[config.mk]
export PLATFORM = sky130hd
export DESIGN_NAME = error_weight_scheduler
export DESIGN_NICKNAME = d
export VERILOG_FILES = /design/src/rtl/error_weight_scheduler.sv
export SDC_FILE = /design/constraint.sdc
export NUM_CORES = 1
export LEC_CHECK = 0
export BUFFER_PORTS_ARGS = -buffer_cell sky130_fd_sc_hd__buf_2
export CORE_MARGIN = 3
export CORE_UTILIZATION = 52
export DETAILED_ROUTE_END_ITERATION = 10
export HOLD_SLACK_MARGIN = 0.03
export PLACE_DENSITY = 0.86
export SLEW_MARGIN = 5
export SYNTH_ARGS = -nofsm -noshare
export SYNTH_HDL_FRONTEND = slang
export SYNTH_SLANG_ARGS = --single-unit
[constraint.sdc]
create_clock -name clk_i -period 2.5 [get_ports clk_i]
set_clock_uncertainty 0.15 [all_clocks]
set_input_delay 0.25 -clock clk_i [delete_from_list [all_inputs] [get_ports clk_i]]
set_output_delay 0.25 -clock clk_i [all_outputs]
set_load 0.1 [all_outputs]
[src/rtl/error_weight_scheduler.sv]
// error_weight_scheduler
// Schedules the four ErrorCombiner weights for the ADPLL. The loop starts on the
// acquisition weight set. Once the combined error has stayed small for long enough,
// the weights ramp one LSB at a time toward the tracking set, so the loop never sees
// a step. After a run of large errors in TRACK (loss of lock), the scheduler loads
// the acquisition weights again in one step.
//
// Ports
//   clk_i            system clock
//   reset_n_i        asynchronous active-low reset
//   enable_i         1 = run scheduling, 0 = force IDLE
//   sample_valid_i   strobe: error_comb_i holds a new sample
//   error_comb_i     signed combined error from ErrorCombiner
//   cfg_load_i       rising edge loads the acq/trk shadow registers
//   acq_weights_i    acquisition weights, weight 0 in the LSBs
//   trk_weights_i    tracking weights, weight 0 in the LSBs
//   cfg_ack_o        one-cycle acknowledge of a cfg_load_i rising edge
//   weight_0_o..3_o  signed weights to ErrorCombiner
//   combiner_reset_o ErrorCombiner reset (active high)
//   locked_o         high only in TRACK
//   state_o          current state encoding
//
// state    | meaning
// ---------+-------------------------------------------------------------
// IDLE  00 | disabled: weights 0, combiner held in reset
// ACQUIRE 01 | acquisition weights, counting consecutive good samples
// RAMP  10 | stepping weights toward the latched tracking target
// TRACK 11 | tracking weights, locked, counting consecutive bad samples
module error_weight_scheduler #(
    parameter int WEIGHT_W      = 4,
    parameter int ERR_W         = 8,
    parameter int LOCK_THRESH   = 4,
    parameter int LOCK_COUNT    = 16,
    parameter int UNLOCK_COUNT  = 4,
    parameter int RAMP_INTERVAL = 8
) (
    input  logic                  clk_i,
    input  logic                  reset_n_i,
    input  logic                  enable_i,
    input  logic                  sample_valid_i,
    input  logic [ERR_W-1:0]      error_comb_i,
    input  logic                  cfg_load_i,
    input  logic [4*WEIGHT_W-1:0] acq_weights_i,
    input  logic [4*WEIGHT_W-1:0] trk_weights_i,
    output logic                  cfg_ack_o,
    output logic [WEIGHT_W-1:0]   weight_0_o,
    output logic [WEIGHT_W-1:0]   weight_1_o,
    output logic [WEIGHT_W-1:0]   weight_2_o,
    output logic [WEIGHT_W-1:0]   weight_3_o,
    output logic                  combiner_reset_o,
    output logic                  locked_o,
    output logic [1:0]            state_o
);

    typedef enum logic [1:0] {
        ST_IDLE    = 2'b00,
        ST_ACQUIRE = 2'b01,
        ST_RAMP    = 2'b10,
        ST_TRACK   = 2'b11
    } state_t;

    localparam int GOOD_W = $clog2(LOCK_COUNT + 1);
    localparam int BAD_W  = $clog2(UNLOCK_COUNT + 1);
    localparam int RAMP_W = $clog2(RAMP_INTERVAL + 1);

    localparam logic [GOOD_W-1:0] GOOD_MAX  = GOOD_W'(LOCK_COUNT);
    localparam logic [BAD_W-1:0]  BAD_MAX   = BAD_W'(UNLOCK_COUNT);
    localparam logic [RAMP_W-1:0] RAMP_LAST = RAMP_W'(RAMP_INTERVAL - 1);
    localparam logic [ERR_W-1:0]  ERR_MIN   = {1'b1, {(ERR_W-1){1'b0}}};
    localparam logic [ERR_W-1:0]  ERR_MAX   = {1'b0, {(ERR_W-1){1'b1}}};
    localparam logic [ERR_W-1:0]  THRESH    = ERR_W'(LOCK_THRESH);

    state_t                  state_q, state_d;
    logic [4*WEIGHT_W-1:0]   weights_q, weights_d;
    logic [4*WEIGHT_W-1:0]   acq_shadow_q, acq_shadow_d;
    logic [4*WEIGHT_W-1:0]   trk_shadow_q, trk_shadow_d;
    logic [4*WEIGHT_W-1:0]   target_q, target_d;
    logic [GOOD_W-1:0]       good_cnt_q, good_cnt_d;
    logic [BAD_W-1:0]        bad_cnt_q, bad_cnt_d;
    logic [RAMP_W-1:0]       ramp_cnt_q, ramp_cnt_d;
    logic                    cfg_load_prev_q, cfg_load_prev_d;
    logic                    cfg_ack_q, cfg_ack_d;
    logic                    comb_reset_q, comb_reset_d;
    logic                    locked_q, locked_d;

    logic                    cfg_edge;
    logic [ERR_W-1:0]        err_abs;
    logic                    sample_good;
    logic [GOOD_W-1:0]       good_inc;
    logic [BAD_W-1:0]        bad_inc;

    // One LSB toward the target. The operands are sign-extended by one bit so that
    // the +/-1 cannot wrap. The result is always between cur and tgt, so it fits back
    // into WEIGHT_W bits.
    function automatic logic [WEIGHT_W-1:0] step_toward(input logic [WEIGHT_W-1:0] cur,
                                                        input logic [WEIGHT_W-1:0] tgt);
        logic signed [WEIGHT_W:0] cur_x;
        logic signed [WEIGHT_W:0] tgt_x;
        logic signed [WEIGHT_W:0] nxt_x;
        cur_x = {cur[WEIGHT_W-1], cur};
        tgt_x = {tgt[WEIGHT_W-1], tgt};
        if (cur_x < tgt_x) begin
            nxt_x = cur_x + (WEIGHT_W+1)'(1);
        end else if (cur_x > tgt_x) begin
            nxt_x = cur_x - (WEIGHT_W+1)'(1);
        end else begin
            nxt_x = cur_x;
        end
        return nxt_x[WEIGHT_W-1:0];
    endfunction

    always_comb begin
        // The most negative error has no positive counterpart, so its magnitude is clamped.
        if (error_comb_i[ERR_W-1]) begin
            err_abs = (error_comb_i == ERR_MIN) ? ERR_MAX : (~error_comb_i + 1'b1);
        end else begin
            err_abs = error_comb_i;
        end
        sample_good = (err_abs <= THRESH);
        good_inc    = (good_cnt_q == GOOD_MAX) ? GOOD_MAX : good_cnt_q + 1'b1;
        bad_inc     = (bad_cnt_q == BAD_MAX) ? BAD_MAX : bad_cnt_q + 1'b1;
    end

    always_comb begin
        state_d         = state_q;
        weights_d       = weights_q;
        acq_shadow_d    = acq_shadow_q;
        trk_shadow_d    = trk_shadow_q;
        target_d        = target_q;
        good_cnt_d      = good_cnt_q;
        bad_cnt_d       = bad_cnt_q;
        ramp_cnt_d      = ramp_cnt_q;
        comb_reset_d    = comb_reset_q;
        locked_d        = locked_q;

        // The config path runs in every state, including while disabled.
        cfg_edge        = cfg_load_i & ~cfg_load_prev_q;
        cfg_load_prev_d = cfg_load_i;
        cfg_ack_d       = cfg_edge;
        if (cfg_edge) begin
            acq_shadow_d = acq_weights_i;
            trk_shadow_d = trk_weights_i;
        end

        if (!enable_i) begin
            state_d      = ST_IDLE;
            weights_d    = '0;
            good_cnt_d   = '0;
            bad_cnt_d    = '0;
            ramp_cnt_d   = '0;
            comb_reset_d = 1'b1;
            locked_d     = 1'b0;
        end else begin
            case (state_q)
                ST_IDLE: begin
                    state_d      = ST_ACQUIRE;
                    weights_d    = acq_shadow_q;
                    comb_reset_d = 1'b0;
                    locked_d     = 1'b0;
                    good_cnt_d   = '0;
                    bad_cnt_d    = '0;
                    ramp_cnt_d   = '0;
                end
                ST_ACQUIRE: begin
                    if (sample_valid_i) begin
                        if (!sample_good) begin
                            good_cnt_d = '0;
                        end else if (good_inc == GOOD_MAX) begin
                            // The ramp target is latched here, so a later config
                            // load cannot change a ramp that is in progress.
                            state_d    = ST_RAMP;
                            target_d   = trk_shadow_q;
                            ramp_cnt_d = '0;
                            good_cnt_d = '0;
                            bad_cnt_d  = '0;
                        end else begin
                            good_cnt_d = good_inc;
                        end
                    end
                end
                ST_RAMP: begin
                    good_cnt_d = '0;
                    bad_cnt_d  = '0;
                    if (weights_q == target_q) begin
                        state_d    = ST_TRACK;
                        locked_d   = 1'b1;
                        ramp_cnt_d = '0;
                    end else if (ramp_cnt_q == RAMP_LAST) begin
                        for (int i = 0; i < 4; i++) begin
                            weights_d[i*WEIGHT_W +: WEIGHT_W] =
                                step_toward(weights_q[i*WEIGHT_W +: WEIGHT_W],
                                            target_q[i*WEIGHT_W +: WEIGHT_W]);
                        end
                        ramp_cnt_d = '0;
                    end else begin
                        ramp_cnt_d = ramp_cnt_q + 1'b1;
                    end
                end
                ST_TRACK: begin
                    if (sample_valid_i) begin
                        if (sample_good) begin
                            bad_cnt_d = '0;
                        end else if (bad_inc == BAD_MAX) begin
                            // Loss of lock: load the acquisition weights in one step,
                            // with no ramp.
                            state_d    = ST_ACQUIRE;
                            weights_d  = acq_shadow_q;
                            locked_d   = 1'b0;
                            good_cnt_d = '0;
                            bad_cnt_d  = '0;
                            ramp_cnt_d = '0;
                        end else begin
                            bad_cnt_d = bad_inc;
                        end
                    end
                end
                default: begin
                    state_d = ST_IDLE;
                end
            endcase
        end
    end

    always_ff @(posedge clk_i or negedge reset_n_i) begin
        if (!reset_n_i) begin
            state_q         <= ST_IDLE;
            weights_q       <= '0;
            acq_shadow_q    <= '0;
            trk_shadow_q    <= '0;
            target_q        <= '0;
            good_cnt_q      <= '0;
            bad_cnt_q       <= '0;
            ramp_cnt_q      <= '0;
            cfg_load_prev_q <= 1'b0;
            cfg_ack_q       <= 1'b0;
            comb_reset_q    <= 1'b1;
            locked_q        <= 1'b0;
        end else begin
            state_q         <= state_d;
            weights_q       <= weights_d;
            acq_shadow_q    <= acq_shadow_d;
            trk_shadow_q    <= trk_shadow_d;
            target_q        <= target_d;
            good_cnt_q      <= good_cnt_d;
            bad_cnt_q       <= bad_cnt_d;
            ramp_cnt_q      <= ramp_cnt_d;
            cfg_load_prev_q <= cfg_load_prev_d;
            cfg_ack_q       <= cfg_ack_d;
            comb_reset_q    <= comb_reset_d;
            locked_q        <= locked_d;
        end
    end

    assign cfg_ack_o        = cfg_ack_q;
    assign weight_0_o       = weights_q[0*WEIGHT_W +: WEIGHT_W];
    assign weight_1_o       = weights_q[1*WEIGHT_W +: WEIGHT_W];
    assign weight_2_o       = weights_q[2*WEIGHT_W +: WEIGHT_W];
    assign weight_3_o       = weights_q[3*WEIGHT_W +: WEIGHT_W];
    assign combiner_reset_o = comb_reset_q;
    assign locked_o         = locked_q;
    assign state_o          = state_q;

endmodule

---- After elaboration in Yosys (flattened, before gate mapping) ----
Index checks and enable logic that the tools add are counted.
operators by class
  add/sub/neg operators ................... 12
  $lt $le $gt $ge ......................... 9
  equality and inequality tests ........... 25
  mux-type cells .......................... 62
  bitwise gates (word level) .............. 3
  reduce and logical (&&, ||, !) cells .... 12
operator list
  kind                   number
  $mux W16               6
  $mux W4                17
  $pmux W16 S3           1
  $mux W5                8
  $reduce_and A7 Y1      5
  $ne A3 B3 Y1 const B   9
  $mux W3                8
  $add A4 B2 Y4 const B  4
  $eq A16 B16 Y1         1
  $gt A4 B4 Y1           4
  $lt A4 B4 Y1           4
  $mux W2                8
  $mux W8                2
  $ne A4 B4 Y1 const B   4
  $pmux W4 S4            1
  $sub A4 B2 Y4 const B  4
  $pmux W5 S3            1
  $eq A5 B5 Y1 const B   2
  $reduce_and A5 Y1      2
  $pmux W3 S3            1
  $add A8 B1 Y8 const B  1
  $eq A8 B8 Y1 const B   1
  $le A8 B3 Y1 const B   1
  $not A8 Y8             1
  other kinds (18)       27
word-level totals
  register bits ........................... 82
  bits of input ports ..................... 45
  output and inout bits ................... 21
  word-level logic and storage cells ...... 138

---- Depth between registers and ports, before layout ----
Gate-level depths: netlist of the first run.
  depth after elaboration ................. 9
  depth in mapped cells ................... 13
  mapped depth without buffers ............ 13

---- Least setup slack after synthesis of the first run ----
No wires, ideal clock.
  path kind ............................... register to register
  start ................................... reg weights_q[0]
  end ..................................... reg weights_q[3]
  library setup time ...................... 0.126 ns
  arrival ................................. 3.195 ns
  path slack .............................. -0.970 ns
  cell stages (with the launch flop) ...... 13
  cells stage by stage .................... dfrtp_1 > inv_1 > ha_1 > nor2b_1 > o21ai_0 > a21oi_1 > ha_1 > a21o_1 > a21oi_1 > xnor2_1 > xnor2_1 > a21oi_1 > mux2_2
on the way
  longest elaborated chain between the ends .. 7
  elaborated cells on any way between the ends .. 14
  those cells by class .................... 2 x add/sub; 2 x order compare; 3 x eq/ne; 6 x mux; 1 x reduce/logical
ends and longest elaborated chain
  element                   line  text
  start: declaration        74    logic [4*WEIGHT_W-1:0] weights_q, weights_d;
  start signal: assignment  240   weights_q <= weights_d;
  $sub A4 B2 Y4             105   nxt_x = cur_x - (WEIGHT_W+1)'(1);
  $mux W4                   104   end else if (cur_x > tgt_x) begin
  $mux W4                   102   if (cur_x < tgt_x) begin
  $mux W16                  188   end else if (ramp_cnt_q == RAMP_LAST) begin
  $mux W16                  184   if (weights_q == target_q) begin
  $pmux W16 S3              154   case (state_q)
  $mux W16                  145   if (!enable_i) begin
Several ways; a longest one is shown, not always the timed one. The select of a mux whose other input is x is not followed.
A chain may end at the register's enable or synchronous reset.

---- Worst setup path after layout of the first run ----
  start ................................... reg weights_q[1]
  end ..................................... reg weights_q[3]
The elaborated chain is that of the path after synthesis.

==> impl_metrics.toml, run 1 <==
[outcome]
status = "complete, but fails checks"
violations = "setup timing"

[synthesis]
synthArstFlopShare = 1.00
seq_area_frac_synth = 0.432
synth_top_family_by_area = "multiplexers"
synthCells = 426
synth_ff_type = "dfrtp_1"
synth_cell_types = 60
yosys.area_share.xor_xnor = 0.0295
synth_area_leader_cell = "dfrtp_1"
synth_nets = 510
avgSynthCellArea_um2 = 11.2
ys_ff_latch = 82
yosysWarnings = 0
synth_area_leaders = "dfrtp_1, mux2_2, ha_1"
syn_area_um2 = 4750
synth-compound-area-share = 0.112
synth-edff-count = 0
synth_top_area_share = 0.427
synth_simple_gate_area_frac = 0.102
synthAdderAreaFrac = 0.109
muxShareOfSynthArea = 0.172

[detailed_routing]
dr.max_layer_used = "met4"
ant_nets = 0
vias = 4201
drt_wl_total_um = 15100
wl_met1_um = 5830
wl_met2_um = 7740
drt-initial-drc-count = 264
wire_per_inst_um = 21.4
drc_errors = 0
drt-vias-per-instance = 5.93
dr_wl_met3_um = 799
drt-pass1-iter-count = 5

[layout]
post-route-util = 0.782
multi_input_area_um2 = 2980
final_area_um2 = 6890
num_antenna_cells = 0
nets = 680
area_delta_synth_final_pct = 45.0
drive_gt1_frac = 0.506
regArea_um2 = 2120
fill_cells = 459

[floorplanning]
ioPinCount = 66
initial_core_util = 0.539
die_area_um2 = 10300
core_um2 = 8810
die_y_um = 102
die_w_um = 102
rows = 34

[global_routing]
antenna_found_initial = 0
grt_pass1_vias = 4631
grt.overflow.total = 0
grt_max_degree = 53
grt_pass1_wl_um = 23300
grt_use_total = 0.295

[worst_hold_path]
hold_class = "in2reg"
hold_depth = 3
hold_path_end = "bad_cnt_q[1]$_DFFE_PN0P_"
min_from = "enable_i"

[power_and_ir_drop]
power.density_nw_per_um2 = 1190
p_leak_nw = 3.11
vdd_ir_drop_max_mv = 1.02
total_power_w = 0.00817

[cts]
clkTransAtPathRegs_ns = 0.08
cts-buffers-inserted = 9
cts_tree = "built"
root_buffer = "clkbuf_8"
cts.sinks = 82
clk_latency_ns = 0.37
h-tree-depth = 3
cts.path.max_buffers = 2

[critical_path]
reg2reg_slack_ns = -0.26
path_class = "reg2reg"
reg2regPathDepth = 11
crit_path_start = "weights_q[1]$_DFFE_PN0P_"
cp_max_fo = 2
worstPathCellList = "ha_4, nor2b_4, o21ai_2, a21oi_2, ha_1, a21o_1, a21oi_2, xnor2_1, xnor2_1, a21oi_1, mux2_2"
cp_slowest_stage_delay_ns = 0.51
worstSetupStartpointType = "flop"
cp_slowest_cell = "dfrtp_4"
arrival_ns = 2.87
cp.required_ns = 2.60
reg2reg_from = "weights_q[1]$_DFFE_PN0P_"
crit_path_end_kind = "flop"
r2r_end = "weights_q[3]$_DFFE_PN0P_"

[sta]
worst_slack_ns = -0.263
fmax_mhz = 362
slew-limit-headroom = 0.563
min_period_ns = 2.76
finalHoldViolCount = 0
fin_crit_sh = 1.11
rsz0062_at_grt = "yes"
finalMaxSlewViolations = 0
worst_pin_slew_ns = 0.656
setup_viol = 31

[place]
port_buffers = 65
placedInstanceArea_um2 = 5770
pre_cts_slack_ns = -0.238
hpwl_um = 8560
globalplace.congestion = 0.832

[job]
cap_violations = 0
[power by group]
| part | leakage [nW] | internal [W] | switching, W |
|---|---|---|---|
| clock | 0.117 | 0.000618 | 0.000499 |
| combinational | 1.97 | 0.00221 | 0.00298 |
| sequential | 1.02 | 0.00163 | 0.000227 |
| total | 3.11 | 0.00446 | 0.00371 |
[cells in the mapped netlist (2+ instances only)]
library cell  count
a22o_1            2
xnor2_1          14
fa_1              4
a211oi_1          2
a21oi_1          16
nor2_4            2
o21bai_1          3
nor3b_1           2
a31oi_1           2
mux2_4           10
nor2b_1          11
mux2i_1          16
nor3_1           10
nor2_1           13
nor4_1            2
dfrtp_1          81
a21o_1            5
o22ai_1           3
o21ai_0          23
inv_1            41
nand4_1           7
nand2_1          25
o41ai_1           3
mux2_2           44
nand3b_1          3
ha_1             35
o31ai_1           3
xor2_1            2
a21oi_4           2
nand3_1           3
clkbuf_1          8
[what timing repair did]
item	4_1_cts	5_1_grt
endpoints found under the setup margin	16	36
pin swaps	16	29
hold buffers	34	0
gates cloned	0	1
setup buffers	15	3
gates resized for setup	33	43
hold endpoints to repair	83	0
[worst max path at each step]
stage | endpoint | slack, ns | depth (start not counted)
after floorplan | weights_q[7]$_DFFE_PN0P_ | -0.32 | 12
after global placement | weights_q[3]$_DFFE_PN0P_ | -0.16 | 11
after detailed placement | weights_q[3]$_DFFE_PN0P_ | -0.24 | 11
after CTS | weights_q[7]$_DFFE_PN0P_ | -0.18 | 12
after global routing | weights_q[7]$_DFFE_PN0P_ | -0.34 | 12
final | weights_q[3]$_DFFE_PN0P_ | -0.26 | 11
[flip-flops by register name, indices dropped and copies added, names as in the netlist, 2 cells and up]
signal,cells
ramp_cnt_q,4
weights_q,16
trk_shadow_q,16
acq_shadow_q,16
target_q,16
state_o,2
bad_cnt_q,3
good_cnt_q,5
[logic make-up (layout without fill, tap and decap cells)]
| group | after synthesis | in the layout |
|---|---|---|
| AO/OA/AOI/OAI | 77 | 77 |
| adder cells (fa/ha/maj) | 39 | 39 |
| buffers and inverters | 52 | 227 |
| multiplexers | 71 | 71 |
| AND/OR/NAND/NOR | 89 | 89 |
| flip-flops | 82 | 82 |
| XOR/XNOR | 16 | 16 |
[critical path, delay by kind of cell, from the launching register on]
family,cells,cell delay (ns)
AOI/OAI and AO/OA,5,0.67
adders and majority gates,2,0.56
DFF,1,0.51
xor gates and xnor gates,2,0.33
muxes,1,0.26
and+or+nand+nor,1,0.16
[layout make-up]
type	count	area share
flip-flops and latches	82	0.308
well taps	108	0.0196
multi-input cells	292	0.432
inverters	41	0.0242
clock buffers	12	0.0225
clock inverters	4	0.0107
repair buffers	170	0.183
[metrics by stage]
stage               hold slack [ns]  instances  TNS (ns)
CTS                           0.138        707    -0.619
floorplan                    -0.196        426     -1.52
global placement              0.161        643    -0.618
global route                  0.171        709     -3.54
finish                        0.157        709     -2.08
detailed placement            0.170        643     -1.32
[metal layers]
metal | vias up | GRT usage
li1 | 1842 | -
met1 | 2098 | 0.340
met2 | 197 | 0.525
met3 | 64 | 0.0517
met4 | 0 | 0.146
met5 | - | 0
[placed cells by master, fill, tap and decap left out, types with 3 or more instances in the layout]
| cell type | Yosys | routed |
|---|---|---|
| o21ai_1 | 0 | 3 |
| o21ai_0 | 23 | 18 |
| inv_4 | 0 | 5 |
| mux2_4 | 10 | 20 |
| o22ai_1 | 3 | 3 |
| dfrtp_1 | 81 | 61 |
| dlygate4sd3_1 | 0 | 34 |
| mux2_2 | 44 | 34 |
| mux2i_1 | 16 | 13 |
| dfrtp_4 | 0 | 18 |
| buf_6 | 1 | 7 |
| inv_2 | 0 | 6 |
| inv_1 | 41 | 30 |
| nor2b_4 | 0 | 4 |
| nand4_1 | 7 | 7 |
| xnor2_1 | 14 | 12 |
| a21oi_2 | 1 | 7 |
| a21o_1 | 5 | 5 |
| nor2_1 | 13 | 12 |
| mux2i_2 | 0 | 3 |
| nor2_4 | 2 | 4 |
| clkbuf_8 | 0 | 11 |
| o41ai_1 | 3 | 3 |
| nor3_1 | 10 | 8 |
| o21bai_1 | 3 | 3 |
| nor2b_1 | 11 | 6 |
| nand2_1 | 25 | 25 |
| ha_4 | 0 | 18 |
| nand3b_1 | 3 | 3 |
| buf_4 | 0 | 63 |
| a21oi_1 | 16 | 10 |
| fa_2 | 0 | 4 |
| buf_2 | 1 | 64 |
| ha_1 | 35 | 16 |
(Power assumes the default switching activity.)
==> run 2, diff against run 1 <==
Settings changed: RECOVER_POWER set to 50.
==> impl_metrics.toml, run 2 (synthesis gave the netlist of run 1 again) <==
[detailed_routing]
ant_nets = 0
drc_errors = 0
wire_per_inst_um = 21.3
vias = 4184
drt-pass1-iter-count = 5
drt_wl_total_um = 15100
drt-vias-per-instance = 5.90
drt-initial-drc-count = 263

[cts]
cts-buffers-inserted = 9
cts.path.max_buffers = 2
clkTransAtPathRegs_ns = 0.09
cts.sinks = 82
h-tree-depth = 3
cts_tree = "built"
clk_latency_ns = 0.36
root_buffer = "clkbuf_8"

[layout]
area_delta_synth_final_pct = 44.7
post-route-util = 0.781
fill_cells = 464
layout.cells.most_common = "buf_2"
multi_input_area_um2 = 2980
layout_common_cells = "buf_2, dfrtp_1, buf_4, mux2_2, dlygate4sd3_1"
drive_gt1_frac = 0.502
regArea_um2 = 2120
nets = 680
num_antenna_cells = 0

[place]
port_buffers = 65
globalplace.congestion = 0.832
hpwl_um = 8560

[critical_path]
crit_path_end_kind = "flop"
crit_family = "compound AO/OA/AOI/OAI gates"
cp_slowest_stage_delay_ns = 0.51
cp_max_fo = 2
path_depth = 11
crit_buf_inv = 0
path_class = "reg2reg"
cp.required_ns = 2.60
worstPathCellList = "ha_4, nor2b_4, o21ai_2, a21oi_2, ha_1, a21o_1, a21oi_2, xnor2_1, xnor2_1, a21oi_1, mux2_2"
worstSetupStartpointType = "flop"
cp_slowest_cell = "dfrtp_4"
reg2regPathDepth = 11
arrival_ns = 2.87

[floorplanning]
initial_core_util = 0.539
rows = 34
die_w_um = 102
die_area_um2 = 10300
core_um2 = 8810
ioPinCount = 66
die_y_um = 102

[sta]
slew-limit-headroom = 0.146
fin_crit_sh = 1.11
rsz0062_at_grt = "yes"
setup_viol = 27
min_period_ns = 2.77
fmax_mhz = 362
finalMaxSlewViolations = 0
finalHoldViolCount = 0
worst_slack_ns = -0.266
worst_pin_slew_ns = 1.28
whs_ns = 0.158

[power_and_ir_drop]
p_leak_nw = 3.10
power.density_nw_per_um2 = 1190
vdd_ir_drop_max_mv = 1.02

[worst_hold_path]
hold_class = "in2reg"
hold_depth = 3

[global_routing]
antenna_found_initial = 0
grt_pass1_vias = 4631
grt_pass1_wl_um = 23300
grt_max_degree = 53
grt.overflow.total = 0
grt_use_total = 0.295

[outcome]
status = "complete, but fails checks"
violations = "setup timing"

[job]
cap_violations = 0
## run 2: cell types whose count changed in the layout (fill, tap and decap cells not counted)
cell,before,now
buf_4,63,59
clkbuf_2,0,4
buf_2,64,62
clkbuf_1,1,3
## run 2: cell type report
type,instances,area share
Tap cell,108,0.0197
Clock inverter,4,0.0107
Clock buffer,12,0.0226
Multi-Input combinational cell,292,0.433
Sequential cell,82,0.309
Timing Repair Buffer,170,0.181
Inverter,41,0.0242
## run 2: metal layers
metal,GRT usage,vias to the layer above,routed length [µm]
met5,0,-,0
met4,0.146,0,767
met3,0.0517,64,814
met2,0.525,201,7730
met1,0.340,2080,5810
li1,-,1839,-
## run 2: path summary, 6_finish.rpt
path / from / to / slack, ns
max reg2reg: weights_q[1]$_DFFE_PN0P_ / weights_q[3]$_DFFE_PN0P_ / -0.27
min in group asynchronous: reset_n_i / trk_shadow_q[7]$_DFFE_PN0P_ / 0.58
min: enable_i / bad_cnt_q[1]$_DFFE_PN0P_ / 0.16
max in group asynchronous: reset_n_i / weights_q[9]$_DFFE_PN0P_ / 0.33
max: weights_q[1]$_DFFE_PN0P_ / weights_q[3]$_DFFE_PN0P_ / -0.27
min reg2reg: combiner_reset_o$_DFFE_PN1P_ / combiner_reset_o$_DFFE_PN1P_ / 0.33
## run 2: where the power goes
| part | internal, W | switching (W) | total [W] |
|---|---|---|---|
| clock network | 0.000618 | 0.000500 | 0.00112 |
| registers | 0.00163 | 0.000226 | 0.00186 |
| logic | 0.00220 | 0.00298 | 0.00518 |
| total | 0.00446 | 0.00371 | 0.00816 |
## run 2: per-stage QoR
step / worst slack [ns] / cell area (µm²) / setup TNS, ns / power, W / cells
6_report: -0.266 / 6880 / -1.95 / 0.00816 / 709
5_1_grt: -0.337 / 6880 / -3.54 / 0.00851 / 709
4_1_cts: -0.183 / 6650 / -0.619 / 0.00759 / 707
3_5_place_dp: -0.238 / 5770 / -1.32 / 0.00595 / 643
3_3_place_gp: -0.162 / 5770 / -0.618 / 0.00575 / 643
2_1_floorplan: -0.319 / 4930 / -1.52 / 0.00473 / 426
## run 2: repair_timing
item,CTS,global route
resized for setup,33,43
hold buffers,34,0
buffers inserted,15,3
endpoints found under the hold margin,83,0
cloned,0,1
endpoints found under the setup margin,16,36
pin swaps,16,29
## run 2: tightest hold or removal path: cells and delay by family
kind                   cells  cell delay, ns
buffers and inverters      1            0.11
AOI/OAI and AO/OA          1            0.10
and+or+nand+nor            1            0.17
